`src/rtl/cpu_pkg.sv`:
```
// Shared CPU definitions for the fetch stage.
//   - Fetch FSM state encodings (S_ISSUE / S_WAIT / S_DRAIN)
//   - Opcode constants and instruction field bit positions
//   - Default NOP instruction word and field-extraction helpers
package cpu_pkg;

  localparam logic [1:0] S_ISSUE = 2'd0;
  localparam logic [1:0] S_WAIT  = 2'd1;
  localparam logic [1:0] S_DRAIN = 2'd2;

  localparam logic [5:0] OP_RTYPE = 6'b000000;
  localparam logic [5:0] OP_J     = 6'b000010;

  localparam int unsigned OPCODE_MSB = 31;
  localparam int unsigned OPCODE_LSB = 26;
  localparam int unsigned RS1_MSB    = 25;
  localparam int unsigned RS1_LSB    = 21;
  localparam int unsigned RS2_MSB    = 20;
  localparam int unsigned RS2_LSB    = 16;

  localparam logic [31:0] NOP_INSTR_DEFAULT = 32'h0000_0000;

  function automatic logic [5:0] instr_opcode(input logic [31:0] instr);
    return instr[OPCODE_MSB:OPCODE_LSB];
  endfunction

  function automatic logic [4:0] instr_rs1(input logic [31:0] instr);
    return instr[RS1_MSB:RS1_LSB];
  endfunction

  function automatic logic [4:0] instr_rs2(input logic [31:0] instr);
    return instr[RS2_MSB:RS2_LSB];
  endfunction

endpackage

```
`src/rtl/fetch_fifo.sv`:
```
// Synchronous FIFO buffering fetched {pc, instr} entries.
// Ports:
//   clk, rst_n   - clock, asynchronous active-low reset
//   flush        - empties the FIFO (wins over push/pop)
//   push, push_data - write an entry (accepted when not full, or full with pop)
//   pop, pop_data   - head entry (combinational) and advance request
//   full, empty  - occupancy flags
module fetch_fifo #(
  parameter int unsigned DEPTH = 2,
  parameter int unsigned WIDTH = 64
) (
  input  logic             clk,
  input  logic             rst_n,
  input  logic             flush,
  input  logic             push,
  input  logic [WIDTH-1:0] push_data,
  input  logic             pop,
  output logic [WIDTH-1:0] pop_data,
  output logic             full,
  output logic             empty
);

  localparam int unsigned AW = $clog2(DEPTH);
  localparam logic [AW:0] PTR_ONE = 1;

  logic [WIDTH-1:0] mem [DEPTH];
  logic [AW:0]      wr_ptr;
  logic [AW:0]      rd_ptr;
  logic             do_push;
  logic             do_pop;

  // Extra MSB on each pointer distinguishes full from empty.
  assign empty    = (wr_ptr == rd_ptr);
  assign full     = (wr_ptr[AW] != rd_ptr[AW]) && (wr_ptr[AW-1:0] == rd_ptr[AW-1:0]);
  assign do_pop   = pop && !empty;
  assign do_push  = push && (!full || pop);
  assign pop_data = mem[rd_ptr[AW-1:0]];

  always_ff @(posedge clk or negedge rst_n) begin
    if (!rst_n) begin
      wr_ptr <= '0;
      rd_ptr <= '0;
    end else if (flush) begin
      wr_ptr <= '0;
      rd_ptr <= '0;
    end else begin
      if (do_push) wr_ptr <= wr_ptr + PTR_ONE;
      if (do_pop)  rd_ptr <= rd_ptr + PTR_ONE;
    end
  end

  always_ff @(posedge clk) begin
    if (do_push && !flush) mem[wr_ptr[AW-1:0]] <= push_data;
  end

endmodule

```
`src/rtl/if_id_fetch_stage.sv`:
```
// Instruction fetch stage with IF/ID pipeline register.
// Owns the PC, issues one-outstanding requests to instruction memory,
// buffers returned words and loads them into IF/ID under stall control.
// Ports:
//   clk, rst_n                 - clock, asynchronous active-low reset
//   PCWrite, IF_ID_Write       - stall controls (0 = freeze PC / hold IF/ID)
//   redirect_valid/_pc         - taken branch/jump from EX; flushes the stage
//   imem_req_*                 - fetch request (valid/ready/addr)
//   imem_rsp_*                 - fetch response, always accepted
//   IF_ID_*                    - valid, instr, pc, opcode, rs1, rs2
// Optional build macro FETCH_PERF_CNT_EN adds saturating counters:
//   perf_fetch_cnt (request handshakes), perf_stall_cnt (held valid
//   IF/ID cycles), perf_flush_cnt (redirects).
module if_id_fetch_stage
  import cpu_pkg::*;
#(
  parameter logic [31:0] RESET_PC   = 32'h0000_0000,
  parameter int unsigned FBUF_DEPTH = 2,
  parameter logic [31:0] NOP_INSTR  = NOP_INSTR_DEFAULT
) (
  input  logic        clk,
  input  logic        rst_n,
  input  logic        PCWrite,
  input  logic        IF_ID_Write,
  input  logic        redirect_valid,
  input  logic [31:0] redirect_pc,
  output logic        imem_req_valid,
  input  logic        imem_req_ready,
  output logic [31:0] imem_req_addr,
  input  logic        imem_rsp_valid,
  input  logic [31:0] imem_rsp_data,
  output logic        IF_ID_valid,
  output logic [31:0] IF_ID_instr,
  output logic [31:0] IF_ID_pc,
  output logic [5:0]  IF_ID_opcode,
  output logic [4:0]  IF_ID_rs1,
  output logic [4:0]  IF_ID_rs2
`ifdef FETCH_PERF_CNT_EN
  ,
  output logic [31:0] perf_fetch_cnt,
  output logic [31:0] perf_stall_cnt,
  output logic [31:0] perf_flush_cnt
`endif
);

  logic [1:0]  state;
  logic [1:0]  state_nxt;
  logic [31:0] pc;
  logic [31:0] fetch_pc;
  logic        req_hold;
  logic        req_fire;
  logic        rsp_push;
  logic        buf_pop;
  logic        buf_full;
  logic        buf_empty;
  logic [63:0] buf_head;
  logic        redirect_pc_unused;

  // Targets are word aligned; the low bits are dropped.
  assign redirect_pc_unused = |redirect_pc[1:0];

  // With a single outstanding request and no pushes in S_ISSUE, a free
  // slot now stays free until the response lands. req_hold keeps the
  // request up once raised, even if PCWrite drops before the handshake.
  assign imem_req_valid = rst_n && (state == S_ISSUE) &&
                          (req_hold || (PCWrite && !buf_full));
  assign imem_req_addr  = pc;
  assign req_fire       = imem_req_valid && imem_req_ready;

  // A response coinciding with a redirect is already stale.
  assign rsp_push = (state == S_WAIT) && imem_rsp_valid && !redirect_valid;
  assign buf_pop  = IF_ID_Write && !buf_empty && !redirect_valid;

  fetch_fifo #(
    .DEPTH (FBUF_DEPTH),
    .WIDTH (64)
  ) u_fbuf (
    .clk       (clk),
    .rst_n     (rst_n),
    .flush     (redirect_valid),
    .push      (rsp_push),
    .push_data ({fetch_pc, imem_rsp_data}),
    .pop       (buf_pop),
    .pop_data  (buf_head),
    .full      (buf_full),
    .empty     (buf_empty)
  );

  always_comb begin
    state_nxt = state;
    case (state)
      S_ISSUE: if (req_fire) state_nxt = redirect_valid ? S_DRAIN : S_WAIT;
      S_WAIT: begin
        if (imem_rsp_valid)      state_nxt = S_ISSUE;
        else if (redirect_valid) state_nxt = S_DRAIN;
      end
      S_DRAIN: if (imem_rsp_valid) state_nxt = S_ISSUE;
      default: state_nxt = S_ISSUE;
    endcase
  end

  always_ff @(posedge clk or negedge rst_n) begin
    if (!rst_n) begin
      state    <= S_ISSUE;
      pc       <= {RESET_PC[31:2], 2'b00};
      fetch_pc <= '0;
      req_hold <= 1'b0;
    end else begin
      state <= state_nxt;
      if (req_fire) fetch_pc <= pc;
      if (redirect_valid)  pc <= {redirect_pc[31:2], 2'b00};
      else if (req_fire)   pc <= pc + 32'd4;
      if (redirect_valid || req_fire) req_hold <= 1'b0;
      else if (imem_req_valid)        req_hold <= 1'b1;
    end
  end

  always_ff @(posedge clk or negedge rst_n) begin
    if (!rst_n) begin
      IF_ID_valid <= 1'b0;
      IF_ID_instr <= NOP_INSTR;
      IF_ID_pc    <= '0;
    end else if (redirect_valid) begin
      IF_ID_valid <= 1'b0;
      IF_ID_instr <= NOP_INSTR;
    end else if (IF_ID_Write) begin
      if (!buf_empty) begin
        IF_ID_valid <= 1'b1;
        IF_ID_pc    <= buf_head[63:32];
        IF_ID_instr <= buf_head[31:0];
      end else begin
        IF_ID_valid <= 1'b0;
        IF_ID_instr <= NOP_INSTR;
      end
    end
  end

  assign IF_ID_opcode = instr_opcode(IF_ID_instr);
  assign IF_ID_rs1    = instr_rs1(IF_ID_instr);
  assign IF_ID_rs2    = instr_rs2(IF_ID_instr);

`ifdef FETCH_PERF_CNT_EN
  always_ff @(posedge clk or negedge rst_n) begin
    if (!rst_n) begin
      perf_fetch_cnt <= '0;
      perf_stall_cnt <= '0;
      perf_flush_cnt <= '0;
    end else begin
      if (req_fire && perf_fetch_cnt != '1) perf_fetch_cnt <= perf_fetch_cnt + 32'd1;
      if (!IF_ID_Write && IF_ID_valid && perf_stall_cnt != '1)
        perf_stall_cnt <= perf_stall_cnt + 32'd1;
      if (redirect_valid && perf_flush_cnt != '1) perf_flush_cnt <= perf_flush_cnt + 32'd1;
    end
  end
`endif

endmodule

```
`config.mk`:
```
export PLATFORM = sky130hd
export DESIGN_NAME = if_id_fetch_stage
export DESIGN_NICKNAME = d
export VERILOG_FILES = /design/src/rtl/cpu_pkg.sv /design/src/rtl/fetch_fifo.sv /design/src/rtl/if_id_fetch_stage.sv
export SDC_FILE = /design/constraint.sdc
export NUM_CORES = 1
export LEC_CHECK = 0
export CAP_MARGIN = 20
export CORE_ASPECT_RATIO = 1.1
export CORE_UTILIZATION = 51
export DETAILED_ROUTE_END_ITERATION = 8
export PLACE_DENSITY = 0.89
export SYNTH_ARGS = -nofsm -noshare
export SYNTH_HDL_FRONTEND = slang
export SYNTH_SLANG_ARGS = --single-unit
```
`constraint.sdc`:
```
create_clock -name clk -period 8.3 [get_ports clk]
set_input_delay 1.245 -clock clk [delete_from_list [all_inputs] [get_ports clk]]
set_output_delay 1.245 -clock clk [all_outputs]
set_load 0.01 [all_outputs]
```
### Yosys cells after proc, flatten, opt, wreduce, memory -nomap -nowiden

Memories as Yosys holds them, arrays and structs flattened.
Index checks and enable logic that the tools add are counted.

| operators by class | value |
|---|---|
| bitwise logic cells | 2 |
| mux-type cells | 22 |
| add/subtract/negate cells | 3 |
| equal/unequal tests | 8 |
| reduce and logical (&&, ||, !) cells | 26 |

Operators with widths:

| kind | number |
|---|---|
| 32-bit two-way mux | 5 |
| 32-bit by 3-bit adder with 32-bit output, second input constant | 1 |
| 2-bit two-way mux | 9 |
| 1-bit logical AND | 12 |
| 2-bit nonzero test | 5 |
| 1-bit two-way mux | 7 |
| 2-bit case mux with 3 select lines | 1 |
| 3-bit AND reduction | 2 |
| 2-bit by 1-bit adder with 2-bit output, second input constant | 2 |
| 2-bit != test, second input constant | 2 |
| 1-bit zero test | 3 |
| 1-bit logical OR | 3 |
| 3-bit != test, second input constant | 1 |
| 2-bit by 1-bit == test with 1-bit output, second input constant | 1 |
| 2-bit == test | 1 |
| 2-bit == test, second input constant | 1 |
| 2-bit zero test | 1 |
| 1-bit inverter | 2 |
| 1-bit == test | 1 |
| 1-bit != test | 1 |

| word-level totals | value |
|---|---|
| RAM bits | 128 |
| bits in registers | 136 |
| input bits | 71 |
| output and inout bits | 114 |
| memories kept | 1 |

Memories:

| name | depth | width | read ports | clocked after Yosys merged registers in | wr ports | RTL line | RTL |
|---|---|---|---|---|---|---|---|
| u_fbuf.mem | 2 | 64 | 1 | 0 | 1 | fetch_fifo.sv:26 | `logic [WIDTH-1:0] mem [DEPTH];` |

### Depth between registers and ports, before layout

Gate-level depths: netlist (run 1).

| logic depth | value |
|---|---|
| depth after elaboration | 9 |
| gate-level depth with buffers | 7 |

### Hierarchy

From an unflattened synthesis (run 1), not the netlist that was laid out.

| second synthesis, totals | value |
|---|---|
| cell total of the unflattened synthesis | 742 |
| area, all modules | 10,391.2 µm² |

Modules (own cells, without submodules):

| module | instances | area an instance (µm²) | cells an instance |
|---|---|---|---|
| if_id_fetch_stage | 1 | 5,471.5 | 507 |
| fetch_fifo | 1 | 4,919.7 | 235 |

### Least setup slack after synthesis (run 1)

Ideal clock, no wire load.

| timing | value |
|---|---|
| kind | in2reg |
| from | input redirect_valid |
| to | memory u_fbuf.mem[1][0] (enable) |
| path buffers | 2 |
| arrival time | 4.854 ns |
| setup time | 0.485 ns |
| stages | 6 |
| slack | 2.961 ns |
| cell sequence | clkbuf_1 -> clkinv_1 -> o211ai_1 -> clkbuf_1 -> a31o_2 -> nor2_1 |

| on the way | value |
|---|---|
| word-level cells in the longest chain between the ends | 7 |
| elaborated cells on any way between the ends | 8 |

Ends and longest elaborated chain:

| item | RTL line | RTL |
|---|---|---|
| from (decl) | if_id_fetch_stage.sv:25 | `input logic redirect_valid,` |
| 1-bit zero test (*) | fetch_fifo.sv:53, if_id_fetch_stage.sv:71, if_id_fetch_stage.sv:72 |  |
| 1-bit logical AND | if_id_fetch_stage.sv:72 | `assign buf_pop = IF_ID_Write && !buf_empty && !redirect_valid;` |
| 1-bit logical OR | fetch_fifo.sv:36 | `assign do_push = push && (!full \|\| pop);` |
| 1-bit logical AND | fetch_fifo.sv:36 |  |
| 1-bit logical AND (*) | fetch_fifo.sv:53 | `if (do_push && !flush) mem[wr_ptr[AW-1:0]] <= push_data;` |
| 1-bit two-way mux (*) | fetch_fifo.sv:53 |  |
| 1-bit two-way mux (implied by the code) (*) | fetch_fifo.sv:53 |  |
| to (decl) | fetch_fifo.sv:26 |  |

Mark *: on every way between the ends. The rest lies on a longest branch, timed or not.

### Worst setup path after layout (run 1)

| timing | value |
|---|---|
| from | input PCWrite |
| to | output imem_req_valid |

| on the way | value |
|---|---|
| word-level cells in the longest chain between the ends | 3 |

Ends and longest elaborated chain:

| item | RTL line | RTL |
|---|---|---|
| from (decl) | if_id_fetch_stage.sv:23 | `input logic PCWrite,` |
| 1-bit logical AND | if_id_fetch_stage.sv:66 | `(req_hold \|\| (PCWrite && !buf_full));` |
| 1-bit logical OR | if_id_fetch_stage.sv:66 |  |
| 1-bit logical AND | if_id_fetch_stage.sv:65 | `assign imem_req_valid = rst_n && (state == S_ISSUE) &&` |
| to (decl) | if_id_fetch_stage.sv:27 | `output logic imem_req_valid,` |

No other way between the ends.

==> results of run 1 <==
[sequential cells by signal, summed over array words and instances, names as in the netlist]
| name | cells |
|---|---|
| u_fbuf.mem | 124 |
| fetch_pc | 30 |
| IF_ID_valid | 1 |
| u_fbuf.rd_ptr | 2 |
| state | 2 |
| u_fbuf.wr_ptr | 2 |
| IF_ID_instr | 32 |
| req_hold | 1 |
| IF_ID_pc | 30 |
| imem_req_addr | 30 |
[synthesized netlist by cell type (2+ instances only)]
| master | n | share of area, % |
|---|---|---|
| a2111oi_0 | 6 | 0.52 |
| a211oi_1 | 7 | 0.52 |
| a21o_1 | 4 | 0.30 |
| a21oi_1 | 3 | 0.15 |
| a31oi_1 | 6 | 0.37 |
| and3_1 | 3 | 0.19 |
| and4_1 | 5 | 0.44 |
| buf_1 | 5 | 0.19 |
| buf_2 | 4 | 0.20 |
| buf_4 | 21 | 1.6 |
| clkbuf_1 | 25 | 0.93 |
| dfrtp_1 | 130 | 32 |
| edfxtp_1 | 124 | 37 |
| inv_1 | 8 | 0.30 |
| mux2_2 | 29 | 3.2 |
| mux2i_1 | 66 | 6.6 |
| nand2_1 | 106 | 4.0 |
| nand3_1 | 9 | 0.45 |
| nand4_1 | 8 | 0.50 |
| nor2_1 | 15 | 0.56 |
| nor2b_1 | 3 | 0.19 |
| nor3_1 | 3 | 0.15 |
| o211ai_1 | 2 | 0.15 |
| o21ai_0 | 89 | 4.4 |
| o21ai_1 | 5 | 0.25 |
| or3_1 | 5 | 0.31 |
| or4_1 | 2 | 0.15 |
| xnor2_1 | 18 | 1.6 |
| xor2_1 | 9 | 0.78 |
[cells in the final DEF (no fill, tap or decap), types with 4 or more instances in the layout]
cell type	instances
nand2_1	106
clkbuf_16	25
a21o_1	4
or3_1	5
mux2_2	29
clkdlybuf4s50_1	176
o21ai_1	4
nor2_1	12
conb_1	4
clkbuf_8	5
and4_1	5
inv_1	8
a211oi_1	7
edfxtp_1	124
a2111oi_0	6
clkbuf_1	5
dfrtp_1	129
xnor2_1	18
nand4_1	8
mux2i_1	66
xor2_1	9
a31oi_1	6
buf_4	7
nand3_1	9
o21ai_0	89
[final cells by class]
| cell class | instances | area, um^2 | area share, % |
|---|---|---|---|
| Sequential cell | 254 | 6980 | 54.6 |
| Multi-Input combinational cell | 421 | 2800 | 21.9 |
| Timing Repair Buffer | 186 | 1860 | 14.5 |
| Clock buffer | 35 | 713 | 5.58 |
| Tap cell | 247 | 309 | 2.42 |
| Clock inverter | 9 | 80.1 | 0.627 |
| Inverter | 9 | 33.8 | 0.264 |
| Antenna cell | 1 | 2.50 | 0.0196 |
[per-layer routing]
metal / GRT usage [%] / part of all wire, % / vias to the layer above
met4: 7.28 / 2.6 / 0
met1: 25.1 / 39 / 3196
met3: 3.98 / 5.7 / 39
li1: - / - / 2960
met5: 0 / 0 / -
met2: 39.8 / 53 / 213
[power breakdown]
group,internal [uW],switching [uW],leakage (uW)
logic,199,158,0.00151
registers,1460,88.4,0.00278
clock network,630,454,0.000382
total,2290,700,0.00467
[worst max-delay path: stages]
cell	delay, ns
clkdlybuf4s50_1	0.56
a21boi_1	0.54
nor2_1	0.12
nor2_1	0.20
clkdlybuf4s50_1	0.57
[metrics by stage]
step / setup slack, ns / total power (uW) / cell area (um^2)
finish: 3.83 / 2990 / 12800
global route: 3.79 / 3100 / 12800
CTS: 3.89 / 3010 / 12800
detailed placement: 3.85 / 1930 / 12000
global placement: 3.93 / 1910 / 12000
floorplan: 2.96 / 1700 / 10100
[worst max-delay path by stage]
stage / cells after the start / slack, ns / to / from
after global routing: 5 / 3.79 / imem_req_valid / PCWrite
after global placement: 5 / 3.93 / imem_req_valid / PCWrite
final: 5 / 3.83 / imem_req_valid / PCWrite
after floorplan: 6 / 2.96 / u_fbuf.mem[1][0]$_DFFE_PP_ / redirect_valid
after detailed placement: 6 / 3.85 / u_fbuf.mem[1][56]$_DFFE_PP_ / redirect_valid
after CTS: 5 / 3.89 / imem_req_valid / PCWrite
[logic make-up after synthesis]
logic type                 count (synthesis)  share of synthesized area, %
DFF                                      254                          69.3
and+or+nand+nor                          161                          7.11
muxes                                     95                          9.81
AOI/OAI and AO/OA                        132                          7.87
other                                      1                        0.0373
buffers and inverters                     64                          3.22
adders and majority gates                  1                         0.124
xor gates and xnor gates                  28                          2.51
==> run metrics, run 1 <==
Worst R2R End u_fbuf.mem[1][52]$_DFFE_PP_; reg-to-reg critical path startpoint u_fbuf.rd_ptr[0]$_DFFE_PN0P_; critical path peak fanout 5; WP data arrival 3.23 ns; Reg2Reg Setup Slack 4.66 ns; CP Class in -> out; Hold WC Path Type reg -> reg; Max Cap Viol 0; Cells after Synth 736; dpl cells 1116; Worst Path Required 7.05 ns; Setup TNS 0 ns; post-CTS resize count 0; Static Leakage 0.00467 uW; Die W 136 um; Slew @ Worst Pin 0.975 ns; hold depth 0; vias in the first global route 6648; CTS max path bufs 3; GR Overflow Total 0; Final Max Slew Viols 0; Hold Fails Final Rpt 0; Rows 53; share of cells above drive strength 1 9.63%; reg2reg path depth 7; final worst-path cycle share 53.9%; Max Freq 0.224 GHz; worst skew pair latency 0.51 ns; CTS Buf Count 24; min-delay src fetch_pc[11]$_DFFE_PN0P_; die height 149 um; final wirelength 21600 um; Post-synth EDFFs 124; post-route minimum period 4.47 ns; sequential share of the synthesized area 69.3%; Die ar. 20300 um^2; initial antenna violation count 1; synth warn 0; Root Driver clkbuf_16; Min-Delay Endpoint u_fbuf.mem[0][43]$_DFFE_PP_; fin nets 968; non-filler cells, final 1162; PortBufs 178; Post-Syn Area 10100 um^2; clock skew 0.00941 ns; fillers 1382; nature of the critical path startpoint input pin; DRC viols 0; Sink Count 254; Top-Level Pins 185; vias per inst 5.51; First-pass DRT Iterations 4; pwr dens 234 nW/um^2; Detail Route Antenna Nets 0; global-route wire length before repair 34100 um; Top FF cell, synth dfrtp_1; CTS tree yes; Synth Register Bits 254; detailed placement HPWL 13700 um; Initial Util 52.3%; Total GRT Usage 21.6%; fin util 66.5%; Post-synth ARST share 51.2%; Max IR drop VDD 0.142 mV; outcome finished, final reports clean; RSZ-0062 raised after global routing no; Area Growth Syn to Fin 27.0%; GP Congestion 0.816; routed len/inst 18.6 um; CP Capture Type output pin; DRT iter0 DRCs 383; largest net degree at the start of global routing 95; Min Hold Slack 0.464 ns; worst rel slew slack 34.9%; H-tree depth 1; Final setup viols 0; hold_buf cts 0; CTS clk-pin slew, worst paths 0.06 ns; core footprint 19200 um^2; postcts setup bufs 0; post-synthesis average cell area 13.7 um^2; via count 6408; distinct cell type count after synthesis 45
Note: power is estimated with default switching activity, not from simulation.
==> run 2: changes to the inputs <==
- clock period: 8.3 -> 4.6 ns (I/O delays scaled with it)
==> run 2 against run 1 <==
- die area did not move
- cell count rose by 0.26%
- worst setup slack got worse by 2.5 ns
- power rose by 87%
- critical path type is now reg -> out
- largest power group unchanged
==> run metrics, run 2 (same netlist as run 1, synthesis figures left out) <==
outcome finished, final reports clean; Die W 136 um (unchanged); post-route minimum period 3.32 ns; Slew @ Worst Pin 1.02 ns (+0.0438 ns); die height 149 um (unchanged); max incr delay on CP 0.58 ns (about the same); Final Cell Area 12900 um^2 (+0.81%); critical path peak fanout 11 (+6); Max Cap Viol 0 (unchanged); Detail Route Antenna Nets 0 (unchanged); via count 6484 (+1.2%); share of cells above drive strength 1 9.92% (+0.30 points); routed len/inst 18.8 um (+1.4%); CTS Buf Count 25 (+4.2%); H-tree depth 1 (unchanged); worst rel slew slack 32.1% (-2.8 points); hold_buf cts 0 (unchanged); DRT iter0 DRCs 390 (+1.8%); commonest non-fill, non-tap cell in the layout clkdlybuf4s50_1; final wirelength 21900 um (+1.7%); CP Capture Type output pin; CP max stage cell dfrtp_4; PortBufs 178 (unchanged); Top-Level Pins 185 (unchanged); pwr dens 434 nW/um^2 (+86%); Initial Util 52.3% (unchanged); global-route wire length before repair 34600 um (+1.4%); CTS max path bufs 3 (unchanged); Rows 53 (unchanged); clock skew 0.00957 ns (+0.000166 ns); Total GRT Usage 22.1% (+0.46 points); final worst-path cycle share 72.1%; DRC viols 0 (unchanged); nature of the critical path startpoint flop; CP bufs+invs 1 (-1); fin nets 971 (+0.31%); Hold Fails Final Rpt 0 (unchanged); Static Leakage 0.00473 uW (+1.3%); worst skew pair latency 0.50 ns (about the same); Die ar. 20300 um^2 (unchanged); GR Overflow Total 0 (unchanged); commonest cells after routing, fill and taps aside clkdlybuf4s50_1, dfrtp_1, edfxtp_1; crit-path cells xnor2_1 > a21boi_1 > nor2_1 > nor2_1 > clkdlybuf4s50_1; max reg flops 124 (unchanged); initial antenna violation count 1 (unchanged); RSZ-0062 raised after global routing no; GP Congestion 0.815 (-0.13%); postcts setup bufs 0 (unchanged); Max Freq 0.301 GHz; Post-DP Area 12000 um^2 (+0.40%); detailed placement HPWL 14300 um (+4.3%); CTS clk-pin slew, worst paths 0.06 ns (about the same); post-CTS resize count 0 (unchanged); Worst Path Required 3.91 ns (-3.14 ns); CP Class reg -> out; First-pass DRT Iterations 5 (+1); Area Growth Syn to Fin 28.0%; Root Driver clkbuf_16; CP most frequent cell nor2_1; Sink Count 254 (unchanged); largest net degree at the start of global routing 95 (unchanged); vias per inst 5.57 (+0.93%); Setup TNS 0 ns (unchanged); Crit path max-delay family flip-flops; core footprint 19200 um^2 (unchanged); Final Max Slew Viols 0 (unchanged); vias in the first global route 6625 (-0.35%); WP data arrival 2.63 ns (-0.60 ns); Final setup viols 0 (unchanged); Hold WC Path Type in -> async; Max IR drop VDD 0.292 mV (+110%); CTS tree yes
run 2: cell count changes in the layout (fill, tap and decap cells not counted), moves of 2 or more:
cell / delta
clkinv_2: +4
clkinvlp_4: -3
buf_12: +2
bufinv_16: +5
clkbuf_8: -4
run 2: path summary, 6_finish.rpt:
path | startpoint | end | slack, ns | cells after the start
max reg2reg | u_fbuf.rd_ptr[0]$_DFFE_PN0P_ | u_fbuf.mem[0][0]$_DFFE_PP_ | 1.92 | 5
min in group clk | fetch_pc[15]$_DFFE_PN0P_ | u_fbuf.mem[0][47]$_DFFE_PP_ | 0.47 | 0
min reg2reg | fetch_pc[15]$_DFFE_PN0P_ | u_fbuf.mem[0][47]$_DFFE_PP_ | 0.47 | 0
max | u_fbuf.rd_ptr[0]$_DFFE_PN0P_ | imem_req_valid | 1.28 | 5
max in group asynchronous | rst_n | u_fbuf.rd_ptr[0]$_DFFE_PN0P_ | 3.38 | 2
min | rst_n | IF_ID_instr[27]$_DFFE_PN0P_ | 0.09 | 1
run 2: report_power, final:
group	internal (uW)	leakage, uW	switching [uW]	total (uW)
Sequential	2630	0.00278	168	2800
Clock	1350	0.000435	804	2150
Combinational	360	0.00152	284	644
run 2: layout make-up:
| class | count | area [um^2] |
|---|---|---|
| flip-flops and latches | 254 | 6980 |
| fillers | 1336 | 6350 |
| multi-input cells | 421 | 2800 |
| repair buffers | 188 | 1880 |
| clock buffers | 30 | 654 |
| well taps | 247 | 309 |
| clock inverters | 15 | 223 |
| inverters | 9 | 33.8 |
| diodes | 1 | 2.50 |
run 2: routing by layer:
| metal | wire length (um) | part of all wire (%) | track usage (%) |
|---|---|---|---|
| met4 | 720 | 3.3 | 8.61 |
| met3 | 1410 | 6.4 | 3.94 |
| met5 | 0 | 0 | 0 |
| met2 | 11400 | 52 | 39.8 |
| met1 | 8400 | 38 | 26.1 |
run 2: per-stage QoR:
| stage | utilization [%] | total power, uW | cells | worst slack (ns) | hold WS, ns |
|---|---|---|---|---|---|
| final | 67.0 | 5600 | 1165 | 1.28 | 0.0935 |
| after global routing | 67.0 | 5810 | 1164 | 1.20 | 0.120 |
| after CTS | 67.0 | 5650 | 1164 | 1.30 | 0.106 |
| after detailed placement | 62.4 | 3490 | 1119 | 1.40 | 0.454 |
| after global placement | 62.4 | 3450 | 1119 | 1.38 | 0.444 |
| after floorplan | - | 3070 | 739 | 0.876 | 0.394 |
==> run 3: changes to the inputs <==
- CORE_UTILIZATION: 51 -> 47
- PLACE_DENSITY: 0.89 -> 0.87
- clock period: 4.6 -> 2.8 ns (I/O delays scaled with it)
==> run 3 against run 2 <==
- via count down 2.9%
- combinational power increased by 69%
- flip-flop and latch count stayed put
- critical endpoint unchanged
- sequential share of layout area down 0.88 points
- worst setup slack got worse by 1.2 ns
- first-iteration DRC count is 3.3% lower
- routed wire length is 1.3% lower
- clock skew up 0.0039 ns
==> run metrics, run 3 (same netlist as run 1, synthesis figures left out) <==
Root Driver clkbuf_16; worst rel slew slack 42.2% (+10 points); Worst Path Required 2.38 ns (-1.53 ns); largest net degree at the start of global routing 95 (unchanged); Top-Level Pins 185 (unchanged); Max Freq 0.371 GHz; nature of the critical path startpoint flop; H-tree depth 1 (unchanged); clock skew 0.0135 ns (+0.00393 ns); RSZ-0062 raised after global routing no; Setup TNS 0 ns (unchanged); Post-DP Area 12200 um^2 (+1.2%); Detail Route Antenna Nets 0 (unchanged); WP data arrival 2.28 ns (-0.35 ns); critical path peak fanout 5 (-6); fin nets 986 (+1.5%); routed wl met2 11100 um (-2.8%); PortBufs 178 (unchanged); share of cells above drive strength 1 11.5% (+1.5 points); outcome finished, final reports clean; DRC viols 0 (unchanged); post-route minimum period 2.70 ns; initial antenna violation count 0 (-1); Die ar. 22000 um^2 (+8.4%); CTS Buf Count 25 (unchanged); max reg flops 124 (unchanged); die height 155 um (+4.1%); core footprint 20800 um^2 (+8.1%); Static Leakage 0.00481 uW (+1.7%); via count 6294 (-2.9%); GR Overflow Total 0 (unchanged); Final setup viols 0 (unchanged); Total GRT Usage 20.2% (-1.9 points); ANT cells 0 (-1); vias in the first global route 6475 (-2.3%); Die W 142 um (+4.1%); final worst-path cycle share 96.3%; CP Capture Type output pin; postcts setup bufs 0 (unchanged); vias per inst 5.17 (-7.2%); Rows 55 (+3.8%); final wirelength 21600 um (-1.3%); Slew @ Worst Pin 0.867 ns (-0.152 ns); Initial Util 48.4% (-3.9 points); DRT iter0 DRCs 377 (-3.3%); Hold WC Path Type in -> reg; Sink Count 254 (unchanged); routed len/inst 17.8 um (-5.6%); detailed placement HPWL 14200 um (-0.73%); CTS max path bufs 3 (unchanged); commonest cells after routing, fill and taps aside clkdlybuf4s50_1, dfrtp_1, edfxtp_1; First-pass DRT Iterations 5 (unchanged); top sig layer met4; Final Cell Area 13100 um^2 (+1.7%); Met1 Wirelength 8660 um (+3.0%); worst skew pair latency 0.52 ns (+0.02 ns); post-CTS resize count 0 (unchanged); CP Class reg -> out; CTS tree yes; Area Growth Syn to Fin 30.1%; CTS clk-pin slew, worst paths 0.06 ns (about the same); Hold Fails Final Rpt 0 (unchanged); Max IR drop VDD 0.459 mV (+57%); Max Cap Viol 0 (unchanged); commonest non-fill, non-tap cell in the layout clkdlybuf4s50_1; GP Congestion 0.817 (+0.29%); hold_buf cts 0 (unchanged); metal3 WL 1220 um (-13%); global-route wire length before repair 34500 um (-0.16%); pwr dens 713 nW/um^2 (+64%); Final Max Slew Viols 0 (unchanged)
run 3: cell types whose count changed in the layout (fill, tap and decap cells not counted), sizes merged:
| cell | previous run | this run |
|---|---|---|
| buf | 12 | 26 |
| clkinv | 10 | 7 |
| clkinvlp | 0 | 3 |
| bufinv | 6 | 7 |
| clkbuf | 30 | 29 |
| diode | 1 | 0 |
| dlygate4sd3 | 0 | 1 |
| inv | 8 | 9 |
run 3: worst paths after layout:
check | from | slack [ns] | cells after the start | endpoint
hold / removal | redirect_pc[14] | 0.44 | 3 | imem_req_addr[14]$_DFFE_PN0P_
min in group asynchronous | rst_n | 0.50 | 3 | IF_ID_pc[6]$_DFFE_PN0P_
max in group asynchronous | rst_n | 1.63 | 3 | IF_ID_instr[8]$_DFFE_PN0P_
setup / recovery | u_fbuf.rd_ptr[0]$_DFFE_PN0P_ | 0.10 | 5 | imem_req_valid
hold reg to reg | fetch_pc[29]$_DFFE_PN0P_ | 0.46 | 0 | u_fbuf.mem[0][61]$_DFFE_PP_
setup reg to reg | imem_req_addr[2]$_DFFE_PN0P_ | 0.55 | 6 | imem_req_addr[30]$_DFFE_PN0P_
run 3: routing by layer:
layer	vias up	GRT usage [%]
met5	-	0
met4	0	8.04
met3	50	3.26
met2	221	35.5
met1	3032	24.8
li1	2991	-
run 3: critical path: stages (launching register included):
cell and delay [ns]:
dfrtp_4 0.52, xnor2_1 0.17, a21boi_1 0.22, nor2_1 0.08, nor2_1 0.20, clkdlybuf4s50_1 0.58
run 3: area by class of cell:
type | count | area (um^2)
clock inverter | 17 | 270
timing repair buffer | 203 | 2010
sequential | 254 | 6980
clock buffer | 29 | 641
fill | 1558 | 7680
inverter | 9 | 33.8
multi-input combinational | 421 | 2800
tap | 285 | 357
run 3: per-stage QoR:
step	total power [uW]	cells	setup WS, ns	util (%)	hold WS, ns
2_1_floorplan	5040	739	0.0448	-	0.124
3_3_place_gp	5680	1170	0.284	58.5	0.445
3_5_place_dp	5740	1170	0.225	58.5	0.454
4_1_cts	9430	1216	0.105	62.8	0.0941
5_1_grt	9700	1218	0.00709	63.0	0.467
6_report	9340	1218	0.104	63.0	0.440
run 3: report_power, final:
group	leakage, uW	internal (uW)	switching, uW
registers	0.00278	4330	258
logic	0.00160	609	482
clock network	0.000438	2290	1380
